File: config.mk
export PLATFORM = sky130hd
export DESIGN_NAME = ex_stage_flat
export DESIGN_NICKNAME = d
export VERILOG_FILES = /design/src/rtl/ex_stage_if.sv /design/src/rtl/ex_stage.sv /design/src/flat_wrapper.sv
export SDC_FILE = /design/constraint.sdc
export NUM_CORES = 1
export LEC_CHECK = 0
export BUFFER_PORTS_ARGS = -buffer_cell sky130_fd_sc_hd__buf_2
export CORE_MARGIN = 2
export CORE_UTILIZATION = 45
export CTS_BUF_LIST = sky130_fd_sc_hd__clkbuf_16
export DETAILED_ROUTE_END_ITERATION = 16
export PLACE_DENSITY_LB_ADDON = 0.25
export SETUP_SLACK_MARGIN = 0.1
export SYNTH_ARGS = -nofsm -noshare
export SYNTH_HDL_FRONTEND = slang
export SYNTH_SLANG_ARGS = --single-unit
File: constraint.sdc
create_clock -name clk -period 13.05 [get_ports clk]
set_input_delay 2.61 -clock clk [delete_from_list [all_inputs] [get_ports clk]]
set_output_delay 2.61 -clock clk [all_outputs]
set_load 0.005 [all_outputs]
File: src/rtl/ex_stage_if.sv
// rtl/ex_stage_if.sv - decode/execute/memory-side signal bundle for ex_stage
interface ex_stage_if;
    logic [5:0]   stall;           // bit 2 = ID, bit 3 = EX; 1 = Stop
    logic [158:0] id_to_ex_bus;
    logic [75:0]  ex_to_mem_bus;
    logic [75:0]  ex_to_id_bus;
    logic         ex_is_load;
    logic         stallreq_for_ex;
    logic         data_sram_en;
    logic [3:0]   data_sram_wen;
    logic [31:0]  data_sram_addr;
    logic [31:0]  data_sram_wdata;

    // upstream/stall-controller side: drives the stage inputs
    modport master (
        output stall, id_to_ex_bus,
        input  ex_to_mem_bus, ex_to_id_bus, ex_is_load, stallreq_for_ex,
        input  data_sram_en, data_sram_wen, data_sram_addr, data_sram_wdata
    );

    // execute stage side
    modport slave (
        input  stall, id_to_ex_bus,
        output ex_to_mem_bus, ex_to_id_bus, ex_is_load, stallreq_for_ex,
        output data_sram_en, data_sram_wen, data_sram_addr, data_sram_wdata
    );
endinterface

File: src/rtl/ex_stage.sv
// rtl/ex_stage.sv - MIPS execute stage: ALU, data-SRAM request, iterative divider when EX_DIV_EN is defined
module ex_stage (
    input  logic      clk,
    input  logic      rst,
    ex_stage_if.slave bus
);
    localparam logic STOP    = 1'b1;
    localparam logic NO_STOP = 1'b0;

    logic [158:0] id_to_ex_r;

    // decode-to-execute register: reset, bubble, load, otherwise hold
    always_ff @(posedge clk) begin
        if (rst) begin
            id_to_ex_r <= '0;
        end else if (bus.stall[2] == STOP && bus.stall[3] == NO_STOP) begin
            id_to_ex_r <= '0;
        end else if (bus.stall[2] == NO_STOP) begin
            id_to_ex_r <= bus.id_to_ex_bus;
        end
    end

    logic [31:0] ex_pc;
    logic [31:0] inst;
    logic [11:0] alu_op;
    logic [2:0]  sel_src1;
    logic [3:0]  sel_src2;
    logic        data_ram_en;
    logic [3:0]  data_ram_wen;
    logic        rf_we;
    logic [4:0]  rf_waddr;
    logic        sel_rf_res;
    logic [31:0] rdata1;
    logic [31:0] rdata2;

    assign {ex_pc, inst, alu_op, sel_src1, sel_src2, data_ram_en, data_ram_wen,
            rf_we, rf_waddr, sel_rf_res, rdata1, rdata2} = id_to_ex_r;

    // rs/rt numbers are already resolved into rdata1/rdata2 by decode
    logic unused_inst_bits;
    assign unused_inst_bits = ^inst[25:16];

    logic is_special;
    logic is_mfhi;
    logic is_mflo;
    logic is_div;
    logic is_divu;
    logic is_div_any;

    assign is_special = (inst[31:26] == 6'b000000);
    assign is_mfhi    = is_special && (inst[5:0] == 6'b010000);
    assign is_mflo    = is_special && (inst[5:0] == 6'b010010);
    assign is_div     = is_special && (inst[5:0] == 6'b011010);
    assign is_divu    = is_special && (inst[5:0] == 6'b011011);
    assign is_div_any = is_div | is_divu;

    logic [31:0] src1;
    logic [31:0] src2;

    // operand selection, first matching select wins
    always_comb begin
        src1 = 32'd0;
        if (sel_src1[0])      src1 = rdata1;
        else if (sel_src1[1]) src1 = ex_pc;
        else if (sel_src1[2]) src1 = {27'd0, inst[10:6]};

        src2 = 32'd0;
        if (sel_src2[0])      src2 = rdata2;
        else if (sel_src2[1]) src2 = {{16{inst[15]}}, inst[15:0]};
        else if (sel_src2[2]) src2 = 32'd8;
        else if (sel_src2[3]) src2 = {16'd0, inst[15:0]};
    end

    logic [31:0] alu_result;

    // one-hot ALU; an all-zero op vector yields zero
    always_comb begin
        alu_result = 32'd0;
        if (alu_op[11])      alu_result = src1 + src2;
        else if (alu_op[10]) alu_result = src1 - src2;
        else if (alu_op[9])  alu_result = {31'd0, $signed(src1) < $signed(src2)};
        else if (alu_op[8])  alu_result = {31'd0, src1 < src2};
        else if (alu_op[7])  alu_result = src1 & src2;
        else if (alu_op[6])  alu_result = ~(src1 | src2);
        else if (alu_op[5])  alu_result = src1 | src2;
        else if (alu_op[4])  alu_result = src1 ^ src2;
        else if (alu_op[3])  alu_result = src2 << src1[4:0];
        else if (alu_op[2])  alu_result = src2 >> src1[4:0];
        else if (alu_op[1])  alu_result = $signed(src2) >>> src1[4:0];
        else if (alu_op[0])  alu_result = {src2[15:0], 16'd0};
    end

    logic [31:0] hi_val;
    logic [31:0] lo_val;

`ifdef EX_DIV_EN
    typedef enum logic [1:0] {DIV_IDLE, DIV_BUSY, DIV_DONE} div_state_t;

    div_state_t  div_state;
    div_state_t  div_state_nx;
    logic [4:0]  div_cnt;
    logic        div_done;
    logic [31:0] div_quot;      // shifts out dividend bits, shifts in quotient bits
    logic [31:0] div_rem;
    logic [31:0] div_dsor;
    logic [31:0] div_dividend_raw;
    logic        div_neg_q;
    logic        div_neg_r;
    logic        div_by_zero;
    logic        div_start;
    logic        pipe_advance;
    logic [32:0] div_shift;
    logic [32:0] div_trial;

    // the EX register takes a new bundle or a bubble on this edge
    assign pipe_advance = (bus.stall[2] == NO_STOP) || (bus.stall[3] == NO_STOP);
    assign div_start    = (div_state == DIV_IDLE) && is_div_any && !div_done;
    assign div_shift    = {div_rem, div_quot[31]};
    assign div_trial    = div_shift - {1'b0, div_dsor};

    // divider next-state
    always_comb begin
        div_state_nx = div_state;
        case (div_state)
            DIV_IDLE: if (div_start) div_state_nx = DIV_BUSY;
            DIV_BUSY: if (div_cnt == 5'd31) div_state_nx = DIV_DONE;
            DIV_DONE: div_state_nx = DIV_IDLE;
            default:  div_state_nx = DIV_IDLE;
        endcase
    end

    // divider state register
    always_ff @(posedge clk) begin
        if (rst) div_state <= DIV_IDLE;
        else     div_state <= div_state_nx;
    end

    // operand latch, restoring shift-subtract steps, HI/LO write-back with sign fixup
    always_ff @(posedge clk) begin
        if (rst) begin
            div_cnt          <= 5'd0;
            div_quot         <= 32'd0;
            div_rem          <= 32'd0;
            div_dsor         <= 32'd0;
            div_dividend_raw <= 32'd0;
            div_neg_q        <= 1'b0;
            div_neg_r        <= 1'b0;
            div_by_zero      <= 1'b0;
            hi_val           <= 32'd0;
            lo_val           <= 32'd0;
        end else begin
            case (div_state)
                DIV_IDLE: begin
                    if (div_start) begin
                        div_quot         <= (is_div && rdata1[31]) ? -rdata1 : rdata1;
                        div_dsor         <= (is_div && rdata2[31]) ? -rdata2 : rdata2;
                        div_rem          <= 32'd0;
                        div_cnt          <= 5'd0;
                        div_dividend_raw <= rdata1;
                        div_neg_q        <= is_div && (rdata1[31] ^ rdata2[31]);
                        div_neg_r        <= is_div && rdata1[31];
                        div_by_zero      <= (rdata2 == 32'd0);
                    end
                end
                DIV_BUSY: begin
                    if (!div_trial[32]) begin
                        div_rem  <= div_trial[31:0];
                        div_quot <= {div_quot[30:0], 1'b1};
                    end else begin
                        div_rem  <= div_shift[31:0];
                        div_quot <= {div_quot[30:0], 1'b0};
                    end
                    div_cnt <= div_cnt + 5'd1;
                end
                DIV_DONE: begin
                    if (div_by_zero) begin
                        lo_val <= 32'hFFFF_FFFF;
                        hi_val <= div_dividend_raw;
                    end else begin
                        lo_val <= div_neg_q ? -div_quot : div_quot;
                        hi_val <= div_neg_r ? -div_rem : div_rem;
                    end
                end
                default: ;
            endcase
        end
    end

    // div_done blocks a restart while a foreign stall keeps the finished div in EX
    always_ff @(posedge clk) begin
        if (rst)                         div_done <= 1'b0;
        else if (pipe_advance)           div_done <= 1'b0;
        else if (div_state == DIV_DONE)  div_done <= 1'b1;
    end

    assign bus.stallreq_for_ex = div_start || (div_state == DIV_BUSY);
`else
    assign hi_val              = 32'd0;
    assign lo_val              = 32'd0;
    assign bus.stallreq_for_ex = 1'b0;
`endif

    logic [31:0] ex_result;
    logic        out_rf_we;
    logic [4:0]  out_rf_waddr;

    // HI/LO moves override the ALU result; divides never write the register file
    always_comb begin
        ex_result    = alu_result;
        out_rf_we    = rf_we;
        out_rf_waddr = rf_waddr;
        if (is_mfhi) begin
            ex_result    = hi_val;
            out_rf_we    = 1'b1;
            out_rf_waddr = inst[15:11];
        end else if (is_mflo) begin
            ex_result    = lo_val;
            out_rf_we    = 1'b1;
            out_rf_waddr = inst[15:11];
        end else if (is_div_any) begin
            out_rf_we    = 1'b0;
        end
    end

    logic [75:0] ex_out_bus;

    assign ex_out_bus = {ex_pc, data_ram_en, data_ram_wen, sel_rf_res,
                         out_rf_we, out_rf_waddr, ex_result};

    assign bus.ex_to_mem_bus   = ex_out_bus;
    assign bus.ex_to_id_bus    = ex_out_bus;
    assign bus.ex_is_load      = data_ram_en & sel_rf_res;
    assign bus.data_sram_en    = data_ram_en;
    assign bus.data_sram_wen   = {4{data_ram_en}} & data_ram_wen;
    assign bus.data_sram_addr  = alu_result;
    assign bus.data_sram_wdata = rdata2;
endmodule

File: src/flat_wrapper.sv
// flat-port wrapper written by rule: the top's interface ports become plain ports
module ex_stage_flat 
  (clk, rst, bus_stall, bus_id_to_ex_bus, bus_ex_to_mem_bus, bus_ex_to_id_bus, bus_ex_is_load, bus_stallreq_for_ex, bus_data_sram_en, bus_data_sram_wen, bus_data_sram_addr, bus_data_sram_wdata);
  ex_stage_if bus_i ();
  input  logic clk;
  input  logic rst;
  input wire logic [$bits(bus_i.stall)-1:0] bus_stall;
  input wire logic [$bits(bus_i.id_to_ex_bus)-1:0] bus_id_to_ex_bus;
  output wire logic [$bits(bus_i.ex_to_mem_bus)-1:0] bus_ex_to_mem_bus;
  output wire logic [$bits(bus_i.ex_to_id_bus)-1:0] bus_ex_to_id_bus;
  output wire logic [$bits(bus_i.ex_is_load)-1:0] bus_ex_is_load;
  output wire logic [$bits(bus_i.stallreq_for_ex)-1:0] bus_stallreq_for_ex;
  output wire logic [$bits(bus_i.data_sram_en)-1:0] bus_data_sram_en;
  output wire logic [$bits(bus_i.data_sram_wen)-1:0] bus_data_sram_wen;
  output wire logic [$bits(bus_i.data_sram_addr)-1:0] bus_data_sram_addr;
  output wire logic [$bits(bus_i.data_sram_wdata)-1:0] bus_data_sram_wdata;
  assign bus_i.stall = bus_stall;
  assign bus_i.id_to_ex_bus = bus_id_to_ex_bus;
  assign bus_ex_to_mem_bus = bus_i.ex_to_mem_bus;
  assign bus_ex_to_id_bus = bus_i.ex_to_id_bus;
  assign bus_ex_is_load = bus_i.ex_is_load;
  assign bus_stallreq_for_ex = bus_i.stallreq_for_ex;
  assign bus_data_sram_en = bus_i.data_sram_en;
  assign bus_data_sram_wen = bus_i.data_sram_wen;
  assign bus_data_sram_addr = bus_i.data_sram_addr;
  assign bus_data_sram_wdata = bus_i.data_sram_wdata;
  ex_stage u_core (.clk(clk), .rst(rst), .bus(bus_i));
endmodule
==> metrics.cfg <==
[final_layout]
reg.largest.list=u_core.id_to_ex_r x149
final_util=0.495
largest_register_ffs=149
layout-drive-gt1-share=0.184
final_cell_mix=buf_2, nor2_1, nand2_1
regMostFlops=u_core.id_to_ex_r
n_fill_cell=4112
regArea_um2=2990
final_common_cell=buf_2
syn_to_final_growth_pct=9.03
multiInputGateArea_um2=12700
antennaDiodeCount=0
final_nets=2960

[synthesis]
synth_fa_ha_area_frac=0.0696
synth_area_um2=18000
synth_edf_count=0
synth_xor_area_frac=0.0214
synth_cell_type_count=87
synth_compound_area_frac=0.288
synth_warnings=0
yosysTopAreaCell=dfxtp_1
seq_area_frac_synth=0.166
ys_ff_latch=149
synth_simple_gate_area_frac=0.213
async_flop_share=0
muxShareOfSynthArea=0.113
synthFlopType=dfxtp_1
synth_cells=2588
synthTopCellsByArea=dfxtp_1, mux2i_1, ha_1
syn_area_per_cell_um2=6.96
synth_top_family_by_area=compound AO/OA/AOI/OAI gates
syn_nets=2854
synth_top_area_frac=0.166

[worst_setup_path]
critPathMaxFanout=44
critical_path_class=reg -> out
reg2reg_slack_ps=11670
crit_path_start_kind=flop
critPathArrivalTime_ps=6470
worst_setup_path_end_kind=primary output
required_ps=10440

[drt]
drc=0
routed-wl-met3_mm=9.52
drt_wl_total_mm=87.7
met1Wirelength_mm=35.7
routed_via_density=6.45
highest_layer=met5
routed-wl-met2_mm=37.4
wl_per_cell_um=27.1
ant_nets=0
dr_total_vias=20800
firstDrtPassIters=8
drt_iter0_markers=2532

[timing]
post-route-period-util=0.696
maxSlewHeadroom=0.115
layout_min_cycle_time_ps=9080
finalClockSkew_ps=0
finalHoldViolCount=0
fmaxAchievable_mhz=110
final-max-slew-violation-count=0
tightest_slew_ps=1310
finalSetupViolCount=0
rsz0062_at_grt=no
setup_tns_ps=0

[power_and_ir_drop]
p_total_mw=1.74
vdd_drop_max_uv=83.9
p_leak_nw=8.89
p_per_area_nw_per_um2=88.4

[clock_network]
insertion_delay_ps=460
cts_tree=yes
cts_root_buf=clkbuf_16
clkSinkCount=149
post_cts_buffers=0
path_clk_slew_ps=70
htree_num_levels=4
ctsHoldBuffers=0
clockBufferDepth=2
cts_resized=0
cts_buffers=17

[global_route]
grt_overflow_total=0
grt_pass1_wl_mm=126
grt_pass1_vias=18700
grt_max_degree=96
antenna_found_initial=2
track_usage=0.406

[run]
cap_violations=0

[placement]
hpwl_mm=68.4
gp_congestion=1.07
io_buffers=374

[status]
status=complete, no violations

[floorplan]
die_area_um2=41600
io_pins=390
coreArea_um2=39600
start_util=0.454
die_y_um=204
fp-row-count=73
die_w_um=204

[hold_path]
hp-class=reg -> reg

## metrics by stage
| step | instances | hold slack (ps) | setup slack [ps] | instance area (µm²) |
|---|---|---|---|---|
| after global placement | 3199 | 474 | 4840 | 19000 |
| after detailed placement | 3199 | 483 | 4820 | 19000 |
| after global routing | 3232 | 527 | 3820 | 19600 |
| after floorplan | 2588 | 454 | 6150 | 18000 |
| final | 3232 | 497 | 3970 | 19600 |
| after CTS | 3231 | 500 | 4300 | 19600 |
## cell type report
type                       instances  share of cell area
clock buffer                      17              0.0217
clock inverter                    15             0.00828
inverter                         110              0.0210
multi-input combinational       1993               0.649
sequential                       149               0.152
tap                              525              0.0335
timing repair buffer             423               0.114
## cell usage after synthesis (all sizes together), types with 43 or more instances
cell type,n
nor2,303
nand2,284
buf,218
mux2i,196
a21oi,176
o21ai,174
dfxtp,149
clkbuf,118
inv,106
ha,97
nand3,94
o211ai,76
nor3,56
a31oi,43
## per-layer routing
metal	GRT usage	vias to the layer above
met5	0	-
met2	0.612	1298
met4	0.214	4
li1	-	9412
met3	0.0953	220
met1	0.537	9911
## cells by family (layout without fill, tap and decap cells)
logic type,count (synthesis),after routing
compound gates,775,775
xor+xnor,44,44
fa+ha+maj,99,99
buf+inv,446,565
flops,149,149
mux,203,203
other cells,1,1
simple gates,871,871
## worst paths after layout
check | from | endpoint | depth (start not counted)
worst max-delay path | u_core.id_to_ex_r[76] | bus_ex_to_id_bus[21] | 15
worst min-delay path | u_core.id_to_ex_r[46] | u_core.id_to_ex_r[46] | 2
worst max register to register | u_core.id_to_ex_r[93] | u_core.id_to_ex_r[93] | 2
worst min register to register | u_core.id_to_ex_r[46] | u_core.id_to_ex_r[46] | 2
## worst max-delay path, cell delays in order (launching register included)
cell and delay (ps):
dfxtp_2 450, buf_4 440, clkinv_1 580, o211ai_1 580, nand2_1 430, ha_1 630
nor2_1 90, a221oi_1 270, a21oi_1 130, a21oi_1 670, o21ai_0 300, a211o_1 350
a21oi_1 170, mux2_2 390, a211oi_1 350, buf_2 180
## power by group
group | total [mW] | switching (mW) | internal, mW | leakage (nW)
combinational | 0.738 | 0.474 | 0.264 | 7.38
clock | 0.493 | 0.238 | 0.255 | 0.287
sequential | 0.504 | 0.0257 | 0.478 | 1.22
total | 1.74 | 0.738 | 0.997 | 8.89
No activity file was read; power rests on OpenSTA's default activity.
